--- src/rtl/nn_pkg.sv ---
// Shared fixed-point constants, layer sequencer states and saturating arithmetic
// for the neural-network datapath.
package nn_pkg;

  localparam int DATA_WIDTH = 16;
  localparam int INT_WIDTH  = 4;
  localparam int SAT_MAX_W  = 64;

  localparam logic signed [SAT_MAX_W:0] SAT_ONE = {{SAT_MAX_W{1'b0}}, 1'b1};

  typedef enum logic [2:0] {
    S_IDLE,
    S_BIAS,
    S_MAC,
    S_DRAIN,
    S_EMIT,
    S_DONE
  } state_t;

  // Address width that never collapses to zero bits for single-entry memories.
  function automatic int addr_w(input int n);
    return (n > 1) ? $clog2(n) : 1;
  endfunction

  // Signed add clamped to the range of a `width`-bit two's-complement value
  // (width <= SAT_MAX_W); operands arrive sign-extended to SAT_MAX_W bits.
  function automatic logic signed [SAT_MAX_W-1:0] sat_add(
      input logic signed [SAT_MAX_W-1:0] a,
      input logic signed [SAT_MAX_W-1:0] b,
      input int                          width);
    logic signed [SAT_MAX_W:0] sum;
    logic signed [SAT_MAX_W:0] hi;
    logic signed [SAT_MAX_W:0] lo;
    sum = {a[SAT_MAX_W-1], a} + {b[SAT_MAX_W-1], b};
    hi  = (SAT_ONE <<< (width - 1)) - SAT_ONE;
    lo  = -(SAT_ONE <<< (width - 1));
    if (sum > hi) begin
      return SAT_MAX_W'(hi);
    end else if (sum < lo) begin
      return SAT_MAX_W'(lo);
    end
    return SAT_MAX_W'(sum);
  endfunction

endpackage

--- src/rtl/neuron_layer_sequencer_if.sv ---
// Controller, memory and ReLU-stage signals of one fully-connected layer sequencer.
interface neuron_layer_sequencer_if #(
  parameter int dataWidth  = 16,
  parameter int numInputs  = 784,
  parameter int numNeurons = 30
);
  import nn_pkg::*;

  localparam int NA_W = addr_w(numNeurons);
  localparam int IA_W = addr_w(numInputs);

  logic                          start;
  logic                          stall;
  logic                          busy;
  logic                          done;
  logic                          mem_rd_en;
  logic [NA_W-1:0]               neuron_addr;
  logic [IA_W-1:0]               input_addr;
  logic signed [dataWidth-1:0]   x_data;
  logic signed [dataWidth-1:0]   w_data;
  logic signed [2*dataWidth-1:0] b_data;
  logic                          relu_valid;
  logic signed [2*dataWidth-1:0] relu_in;
  logic [NA_W-1:0]               relu_neuron;

  modport master (
    output start, stall, x_data, w_data, b_data,
    input  busy, done, mem_rd_en, neuron_addr, input_addr,
    input  relu_valid, relu_in, relu_neuron
  );

  modport slave (
    input  start, stall, x_data, w_data, b_data,
    output busy, done, mem_rd_en, neuron_addr, input_addr,
    output relu_valid, relu_in, relu_neuron
  );

endinterface

--- src/rtl/mac_unit.sv ---
// Signed multiplier feeding a saturating accumulator; clr beats load beats acc_en.
module mac_unit
  import nn_pkg::*;
#(
  parameter int DATA_W = DATA_WIDTH
) (
  input  logic                        clk,
  input  logic                        rst,
  input  logic                        i_clr,
  input  logic                        i_load,
  input  logic                        i_acc_en,
  input  logic signed [DATA_W-1:0]    i_x,
  input  logic signed [DATA_W-1:0]    i_w,
  input  logic signed [2*DATA_W-1:0]  i_bias,
  output logic signed [2*DATA_W-1:0]  o_acc
);

  localparam int ACC_W = 2 * DATA_W;

  logic signed [ACC_W-1:0] w_prod;
  logic signed [ACC_W-1:0] w_sum;
  logic signed [ACC_W-1:0] r_acc;

  // A full-width signed product of two DATA_W operands always fits in ACC_W bits.
  assign w_prod = ACC_W'(i_x) * ACC_W'(i_w);
  assign w_sum  = ACC_W'(sat_add(SAT_MAX_W'(r_acc), SAT_MAX_W'(w_prod), ACC_W));

  // NOTE: flops are written with <= so every register samples pre-edge values.
  always_ff @(posedge clk or posedge rst) begin
    if (rst) begin
      r_acc <= '0;
    end else if (i_clr) begin
      r_acc <= '0;
    end else if (i_load) begin
      r_acc <= i_bias;
    end else if (i_acc_en) begin
      r_acc <= w_sum;
    end
  end

  assign o_acc = r_acc;

endmodule

--- src/rtl/neuron_layer_sequencer.sv ---
// Walks every neuron of a fully-connected layer through bias fetch, MAC and emit,
// handing each saturated accumulator to the ReLU stage.
module neuron_layer_sequencer
  import nn_pkg::*;
#(
  parameter int dataWidth  = DATA_WIDTH,
  parameter int intWidth   = INT_WIDTH,
  parameter int numInputs  = 784,
  parameter int numNeurons = 30
) (
  input  logic                     clk,
  input  logic                     rst,
  neuron_layer_sequencer_if.slave  bus
);

  localparam int NA_W = addr_w(numNeurons);
  localparam int IA_W = addr_w(numInputs);

  localparam logic [NA_W-1:0] NA_LAST = NA_W'(numNeurons - 1);
  localparam logic [IA_W-1:0] IA_LAST = IA_W'(numInputs - 1);

  if (numInputs < 2 || numNeurons < 1 || intWidth > dataWidth - 1) begin : g_param_check
    $error("neuron_layer_sequencer: unsupported parameter combination");
  end

  state_t          r_state;
  logic [NA_W-1:0] r_neuron;
  logic [IA_W-1:0] r_input;
  logic            r_busy;
  logic            r_done;
  logic            r_rd_phase;
  logic            r_emit;

  logic                          w_hold;
  logic                          w_mac_clr;
  logic                          w_mac_load;
  logic                          w_mac_acc_en;
  logic signed [2*dataWidth-1:0] w_acc;

  // NOTE: every always_comb output gets a default first so no path infers a latch.
  always_comb begin
    w_hold       = 1'b0;
    w_mac_clr    = 1'b0;
    w_mac_load   = 1'b0;
    w_mac_acc_en = 1'b0;
    case (r_state)
      S_IDLE: w_mac_clr = bus.start;
      S_BIAS, S_EMIT: w_hold = bus.stall;
      S_MAC: begin
        w_hold       = bus.stall;
        w_mac_load   = !bus.stall && (r_input == '0);
        w_mac_acc_en = !bus.stall && (r_input != '0);
      end
      S_DRAIN: begin
        w_hold       = bus.stall;
        w_mac_acc_en = !bus.stall;
      end
      default: ;
    endcase
  end

  // Status flags are registered alongside the state they describe.
  always_ff @(posedge clk or posedge rst) begin
    if (rst) begin
      r_state    <= S_IDLE;
      r_neuron   <= '0;
      r_input    <= '0;
      r_busy     <= 1'b0;
      r_done     <= 1'b0;
      r_rd_phase <= 1'b0;
      r_emit     <= 1'b0;
    end else if (!w_hold) begin
      case (r_state)
        S_IDLE: begin
          if (bus.start) begin
            r_state    <= S_BIAS;
            r_neuron   <= '0;
            r_input    <= '0;
            r_busy     <= 1'b1;
            r_rd_phase <= 1'b1;
          end
        end
        S_BIAS: r_state <= S_MAC;
        S_MAC: begin
          if (r_input == IA_LAST) begin
            r_state    <= S_DRAIN;
            r_input    <= '0;
            r_rd_phase <= 1'b0;
          end else begin
            r_input <= r_input + IA_W'(1);
          end
        end
        S_DRAIN: begin
          r_state <= S_EMIT;
          r_emit  <= 1'b1;
        end
        S_EMIT: begin
          r_emit <= 1'b0;
          if (r_neuron == NA_LAST) begin
            r_state <= S_DONE;
            r_done  <= 1'b1;
          end else begin
            r_state    <= S_BIAS;
            r_neuron   <= r_neuron + NA_W'(1);
            r_rd_phase <= 1'b1;
          end
        end
        S_DONE: begin
          r_state <= S_IDLE;
          r_done  <= 1'b0;
          r_busy  <= 1'b0;
        end
        default: r_state <= S_IDLE;
      endcase
    end
  end

  mac_unit #(
    .DATA_W (dataWidth)
  ) u_mac (
    .clk      (clk),
    .rst      (rst),
    .i_clr    (w_mac_clr),
    .i_load   (w_mac_load),
    .i_acc_en (w_mac_acc_en),
    .i_x      (bus.x_data),
    .i_w      (bus.w_data),
    .i_bias   (bus.b_data),
    .o_acc    (w_acc)
  );

  // stall is the only input allowed to reach outputs combinationally.
  assign bus.busy        = r_busy;
  assign bus.done        = r_done;
  assign bus.mem_rd_en   = r_rd_phase && !bus.stall;
  assign bus.relu_valid  = r_emit && !bus.stall;
  assign bus.neuron_addr = r_neuron;
  assign bus.input_addr  = r_input;
  assign bus.relu_neuron = r_neuron;
  assign bus.relu_in     = w_acc;

endmodule

--- src/flat_wrapper.sv ---
// flat-port wrapper written by rule: the top's interface ports become plain ports
module neuron_layer_sequencer_flat import nn_pkg::*;
#(
  parameter int dataWidth  = DATA_WIDTH,
  parameter int intWidth   = INT_WIDTH,
  parameter int numInputs  = 784,
  parameter int numNeurons = 30
)
  (clk, rst, bus_start, bus_stall, bus_x_data, bus_w_data, bus_b_data, bus_busy, bus_done, bus_mem_rd_en, bus_neuron_addr, bus_input_addr, bus_relu_valid, bus_relu_in, bus_relu_neuron);
  neuron_layer_sequencer_if #(.dataWidth(dataWidth), .numInputs(numInputs), .numNeurons(numNeurons)) bus_i ();
  input  logic clk;
  input  logic rst;
  input wire logic [$bits(bus_i.start)-1:0] bus_start;
  input wire logic [$bits(bus_i.stall)-1:0] bus_stall;
  input wire logic [$bits(bus_i.x_data)-1:0] bus_x_data;
  input wire logic [$bits(bus_i.w_data)-1:0] bus_w_data;
  input wire logic [$bits(bus_i.b_data)-1:0] bus_b_data;
  output wire logic [$bits(bus_i.busy)-1:0] bus_busy;
  output wire logic [$bits(bus_i.done)-1:0] bus_done;
  output wire logic [$bits(bus_i.mem_rd_en)-1:0] bus_mem_rd_en;
  output wire logic [$bits(bus_i.neuron_addr)-1:0] bus_neuron_addr;
  output wire logic [$bits(bus_i.input_addr)-1:0] bus_input_addr;
  output wire logic [$bits(bus_i.relu_valid)-1:0] bus_relu_valid;
  output wire logic [$bits(bus_i.relu_in)-1:0] bus_relu_in;
  output wire logic [$bits(bus_i.relu_neuron)-1:0] bus_relu_neuron;
  assign bus_i.start = bus_start;
  assign bus_i.stall = bus_stall;
  assign bus_i.x_data = bus_x_data;
  assign bus_i.w_data = bus_w_data;
  assign bus_i.b_data = bus_b_data;
  assign bus_busy = bus_i.busy;
  assign bus_done = bus_i.done;
  assign bus_mem_rd_en = bus_i.mem_rd_en;
  assign bus_neuron_addr = bus_i.neuron_addr;
  assign bus_input_addr = bus_i.input_addr;
  assign bus_relu_valid = bus_i.relu_valid;
  assign bus_relu_in = bus_i.relu_in;
  assign bus_relu_neuron = bus_i.relu_neuron;
  neuron_layer_sequencer #(.dataWidth(dataWidth), .intWidth(intWidth), .numInputs(numInputs), .numNeurons(numNeurons)) u_core (.clk(clk), .rst(rst), .bus(bus_i));
endmodule
--- config.mk ---
export PLATFORM = sky130hd
export DESIGN_NAME = neuron_layer_sequencer_flat
export DESIGN_NICKNAME = d
export VERILOG_FILES = /design/src/rtl/nn_pkg.sv /design/src/rtl/neuron_layer_sequencer_if.sv /design/src/rtl/mac_unit.sv /design/src/rtl/neuron_layer_sequencer.sv /design/src/flat_wrapper.sv
export SDC_FILE = /design/constraint.sdc
export NUM_CORES = 1
export LEC_CHECK = 0
export CAP_MARGIN = 20
export CORE_ASPECT_RATIO = 0.7
export CORE_MARGIN = 2
export CORE_UTILIZATION = 45
export CTS_BUF_LIST = sky130_fd_sc_hd__clkbuf_2
export CTS_CLUSTER_SIZE = 10
export DETAILED_ROUTE_END_ITERATION = 6
export PLACE_DENSITY_LB_ADDON = 0.05
export SKIP_LAST_GASP = 1
export SYNTH_ARGS = -nofsm -noshare
export SYNTH_HDL_FRONTEND = slang
export SYNTH_HIERARCHICAL = 1
export SYNTH_SLANG_ARGS = --single-unit
export TNS_END_PERCENT = 100
--- constraint.sdc ---
create_clock -name clk -period 5.7 [get_ports clk]
set_input_delay 0.57 -clock clk [delete_from_list [all_inputs] [get_ports clk]]
set_output_delay 0.57 -clock clk [all_outputs]
set_load 0.005 [all_outputs]
After elaboration in Yosys (flattened, before gate mapping)
Index checks and enable logic that the tools add are counted.
- bits in registers: 54
- bits in latches: 0
- bits in writable memories: 0
- bits in read-only memories: 0
- bits of input ports: 68
- output and inout bits: 56
- logic and storage cells: 79
- memories: 0
- add/sub/neg operators: 3
- $mul: 1
- div/mod/pow operators: 0
- $lt $le $gt $ge: 2
- eq/ne operators: 11
- shift operators: 0
- muxes and demuxes: 30
- bitwise gates (word level): 1
- reductions and logical operators: 23
- operators with widths (kind ; number):
    $mux 32 ; 6
    $add 32x32->33 ; 1
    $gt 33x32->1 const B ; 1
    $lt 33x32->1 const B ; 1
    $mul 16x16->32 ; 1
    $mux 10 ; 2
    $pmux 10 s2 ; 1
    $pmux 3 s5 ; 1
    $reduce_and 3->1 ; 4
    $add 10x1->10 const B ; 1
    $eq 10x10->1 const B ; 1
    $logic_not 10->1 ; 1
    $mux 5 ; 2
    $pmux 5 s2 ; 1
    $reduce_bool 10->1 ; 1
    $reduce_bool 2->1 ; 5
    $mux 1 ; 9
    $mux 3 ; 3
    $pmux 1 s2 ; 4
    $eq 3x2->1 const B ; 2
    $eq 3x3->1 const B ; 2
    $reduce_bool 3->1 ; 2
    $add 5x1->5 const B ; 1
    $eq 5x5->1 const B ; 1
    12 further kinds ; 17

Logic depth before layout (Yosys ltp)
- depth in word-level cells: 9
- gate-level depth with buffers: 26
- mapped depth without buffers: 23

Cells and area by module
Netlist, hierarchy kept.
- modules (own cells, without submodules) (module ; times used ; cells each ; area an instance (um2) ; sequential area each (um2)):
    mac_unit ; 1 ; 1426 ; 12852.3 ; 800.8
    neuron_layer_sequencer ; 1 ; 150 ; 1362.6 ; 550.5

Least setup slack after synthesis
Ideal clock, no wire load.
- path kind: in2reg
- start point: input port bus_w_data[1]
- end point: register u_core.u_mac.r_acc[29], in the netlist u_core/u_mac/o_acc[29]
- setup time: 135 ps
- arrival time: 6778 ps
- required time: 5565 ps
- slack: -1213 ps
- stages on the path: 24
- path buffers: 2
- cell sequence: clkbuf_1 nand2_1 inv_1 fa_1 inv_1 fa_1 inv_1 fa_1 fa_1 fa_1 inv_1 fa_1 inv_1 ha_1 a21oi_1 nand2_1 o41ai_1 a21oi_1 o31ai_4 xnor2_1 a221o_1 buf_2 nor3_2 o31ai_1
- cells in the longest elaborated chain, start to end: 9
- elaborated cells between the ends (all ways): 11
- those cells by class: 1 x add/sub; 1 x mul; 2 x order compare; 7 x mux
- RTL lines (item ; RTL line ; text):
    start, declared ; flat_wrapper.sv:16 ; input wire logic [$bits(bus_i.w_data)-1:0] bus_w_data;
    $mul 16x16->32 (*) ; mac_unit.sv:25 ; assign w_prod = ACC_W'(i_x) * ACC_W'(i_w);
    $add 32x32->33 (*) ; nn_pkg.sv:34 ; sum = {a[SAT_MAX_W-1], a} + {b[SAT_MAX_W-1], b};
    $lt 33x32->1 ; nn_pkg.sv:39 ; end else if (sum < lo) begin
    $mux 1 ; nn_pkg.sv:39 ;
    $mux 1 ; nn_pkg.sv:37 ; if (sum > hi) begin
    $mux 32 (*) ; nn_pkg.sv:42 ; return SAT_MAX_W'(sum);
    $mux 32 (*) ; mac_unit.sv:36 ; end else if (i_acc_en) begin
    $mux 32 (*) ; mac_unit.sv:34 ; end else if (i_load) begin
    $mux 32 (*) ; mac_unit.sv:32 ; end else if (i_clr) begin
    end signal, assigned ; mac_unit.sv:35 ; r_acc <= i_bias;
    end signal, assigned ; mac_unit.sv:37 ; r_acc <= w_sum;
    end, declared ; mac_unit.sv:22 ; logic signed [ACC_W-1:0] r_acc;
Mark *: on every way between the ends. The rest lies on a longest branch, timed or not. The select of a mux whose other input is x is not followed.
A chain may end at the register's enable or synchronous reset.

Worst setup path in the final report
- start point: input port bus_w_data[3]
- end point: register u_core.u_mac.r_acc[14], in the netlist u_core/u_mac/o_acc[14]
The elaborated chain is that of the path after synthesis.

==> results.sh <==
export IMPL_status="finished with violations"
export IMPL_failed_checks="negative setup slack"
export IMPL_layout_drive_gt1_share=0.272
export IMPL_ctsHtreeMaxLevel=2
export IMPL_num_vias=11875
export IMPL_clk_latency_ns=0.49
export IMPL_cts_inserted_buffers=5
export IMPL_grt_ovfl_total=0
export IMPL_setup_tns_ns=-17.09
export IMPL_relSlewSlack=0.227
export IMPL_gp_congestion=0.866
export IMPL_drtPass1Iterations=5
export IMPL_pin_count=124
export IMPL_drc_errors=0
export IMPL_ctsRootBufferMaster="clkbuf_2"
export IMPL_track_usage=0.265
export IMPL_routed_wl_um=42400
export IMPL_netlist_area_leader_share=0.421
export IMPL_rows=54
export IMPL_netlist_area_mm2=0.0142
export IMPL_slew_violations=0
export IMPL_synth_area_per_cell_um2=9.02
export IMPL_setup_viol_count_final=32
export IMPL_critPathKind="input port to flop"
export IMPL_cap_viol_max_count=0
export IMPL_r2r_end="u_core/u_mac/o_acc[25]"
export IMPL_antenna_found_initial=0
export IMPL_crit_fanout=7
export IMPL_worstReg2RegStart="u_core/u_mac/o_acc[15]"
export IMPL_synth_cells=1576
export IMPL_via_per_inst=5.06
export IMPL_crit_path_start_kind="input port"
export IMPL_finalClockSkew_ns=0.0296
export IMPL_hold_violations=0
export IMPL_port_buffer_count=123
export IMPL_ys_flop_type="dfrtp_1"
export IMPL_clk_path_buf_depth=2
export IMPL_min_period_over_period=1.10
export IMPL_critPathRequiredTime_ns=6.09
export IMPL_cts_sinks=54
export IMPL_synthArstFlopShare=1.00
export IMPL_die_w_um=216
export IMPL_wl_per_cell_um=18.1
export IMPL_max_freq_mhz=159
export IMPL_drt_iter0_drc=801
export IMPL_rsz0062_at_grt="true"
export IMPL_rrSetupSlack_ns=0.08
export IMPL_ys_types=68
export IMPL_grt_max_degree=33
export IMPL_tightestPinTransition_ns=1.15
export IMPL_initial_utilization=0.456
export IMPL_cts_hold_buf=0
export IMPL_critPathCaptureType="flop"
export IMPL_holdCritPathClass="input port to async pin"
export IMPL_antenna_cells=0
export IMPL_cts_tree="done"
export IMPL_clk_pin_slew_worst_paths_ns=0.30
export IMPL_die_h_um=153
export IMPL_yosysWarnings=6
export IMPL_dieArea_mm2=0.0330
export IMPL_synth_nets=2048
export IMPL_postRouteAntennaNets=0
export IMPL_netlist_top_cells_area="fa_1 (42%), inv_1 (9.6%), dfrtp_1 (9.5%)"
export IMPL_yosysTopAreaCell="fa_1"
export IMPL_yosys_register_bits=54
export IMPL_syn_to_final_growth_pct=36.3
export IMPL_grt_pass1_wl_um=69000
export IMPL_core_mm2=0.0311
export IMPL_rr_worst_depth=23
export IMPL_dp_hpwl_um=34600
export IMPL_crit_arrival_ns=6.67
export IMPL_worst_slack_ns=-0.581
export IMPL_nNetsFinal=2399
export IMPL_grt_pass1_vias=12546
export IMPL_synth_edf_count=0
export IMPL_seq_area_frac_synth=0.0951
export IMPL_fin_crit_ns=6.28
-- worst max-delay path, cell delays in order --
cell and delay, ns:
buf_2 0.11, buf_12 0.13, and2_4 0.15, fa_2 0.56, buf_6 0.16, fa_1 0.47, inv_1 0.05, fa_1 0.49
inv_2 0.04, fa_1 0.50, fa_1 0.51, inv_2 0.04, fa_1 0.49, inv_2 0.05, ha_4 0.25, a21oi_2 0.14
o21ai_2 0.07, a221o_1 0.33, a21oi_2 0.16, buf_4 0.14, and4b_1 0.27, nor3_2 0.06, a221o_1 0.39, buf_6 0.18
buf_6 0.13, a21oi_4 0.12, o31ai_4 0.08
-- registers in the layout (all words and copies together) (netlist names) --
signal	count
u_core/bus.done	1
u_core/u_mac/o_acc	32
u_core/bus.neuron_addr	5
u_core/bus.input_addr	10
u_core/r_emit	1
u_core/r_state	3
u_core/bus.busy	1
u_core/r_rd_phase	1
-- how the worst max path moves through the flow --
stage	startpoint	endpoint	slack [ns]	cells after the start
after floorplan	bus_x_data[15]	u_core/u_mac/o_acc[24]	-0.57	24
after global placement	bus_w_data[3]	u_core/u_mac/o_acc[29]	-1.55	25
after detailed placement	bus_x_data[7]	u_core/u_mac/o_acc[9]	-1.58	26
after CTS	bus_x_data[4]	u_core/u_mac/o_acc[9]	-0.53	24
after global routing	bus_w_data[3]	u_core/u_mac/o_acc[14]	-0.71	27
final	bus_w_data[3]	u_core/u_mac/o_acc[14]	-0.58	27
-- metrics by stage --
stage | std cells | util | cell area, µm² | setup slack, ns | hold slack [ns]
floorplan | 1576 | - | 14400 | -0.567 | 0.472
global placement | 2257 | 0.564 | 17600 | -1.55 | 0.499
detailed placement | 2257 | 0.564 | 17600 | -1.58 | 0.513
CTS | 2341 | 0.608 | 18900 | -0.529 | 0.471
global route | 2347 | 0.622 | 19400 | -0.714 | 0.475
finish | 2347 | 0.622 | 19400 | -0.581 | 0.440
-- layer usage --
metal  wire length, µm  GRT usage  vias up  part of all wire
li1                  -          -     5497                 -
met1             20700      0.417     5982              0.49
met2             18600      0.391      344              0.44
met3              2460     0.0373       52             0.058
met4               685     0.0450        0             0.016
met5                 0          0        -                 0
-- cells in the mapped netlist, drive strengths merged, types with 2 or more instances --
cell type and instances:
mux2i 5, nand3 14, nand2b 16, o311ai 3, o211ai 3, fa 299
nand3b 3, nor3 12, or3b 2, clkbuf 47, nor2b 17, o21a 8
a31oi 6, nor4 4, a221o 2, a21o 13, nand4 8, o21bai 3
mux2 2, o21ai 46, nand4b 3, a41oi 2, and4 3, a211oi 5
o31ai 15, a21boi 2, or3 8, nor2 65, nand2 170, buf 12
xnor2 24, and3 5, inv 364, dfrtp 54, a21oi 75, xor2 12
and2 121, or2 3, ha 105
-- placed cells by master, fill, tap and decap left out, types with 25 or more instances in the layout --
cell               n
and2_1            99
inv_1            331
a21oi_1           41
buf_6             38
ha_1              92
fa_2              30
o21ai_0           28
dfrtp_1           54
fa_1             269
a21oi_2           25
clkdlybuf4s50_1   92
inv_2             31
nor2_1            48
buf_4            217
nand2_1          159
buf_12            25
-- cell type report --
cell class | instances | area, µm²
multi-input combinational | 1099 | 12200
fill | 2734 | 11800
timing repair buffer | 403 | 3900
inverter | 364 | 1370
sequential | 54 | 1350
tap | 420 | 526
clock buffer | 6 | 30.0
clock inverter | 1 | 7.51
-- cells by family (layout without fill, tap and decap cells) --
kind of cell	after synthesis	in the layout	synth area share
simple gates	458	458	0.161
buf+inv	423	774	0.115
fa+ha+maj	404	404	0.514
compound gates	194	194	0.0879
flops	54	54	0.0951
xor+xnor	36	36	0.0227
mux	7	7	0.00511
-- repair_timing --
action | 4_1_cts | 5_1_grt
endpoints found under the hold margin | 0 | 0
setup endpoints to repair | 32 | 32
resized for setup | 282 | 104
pin swaps | 112 | 77
cloned | 11 | 1
setup buffers | 67 | 9
Power is left out: the tool's default activity adds up to more than one toggle a clock period on the data nets, which glitch-free logic cannot reach.
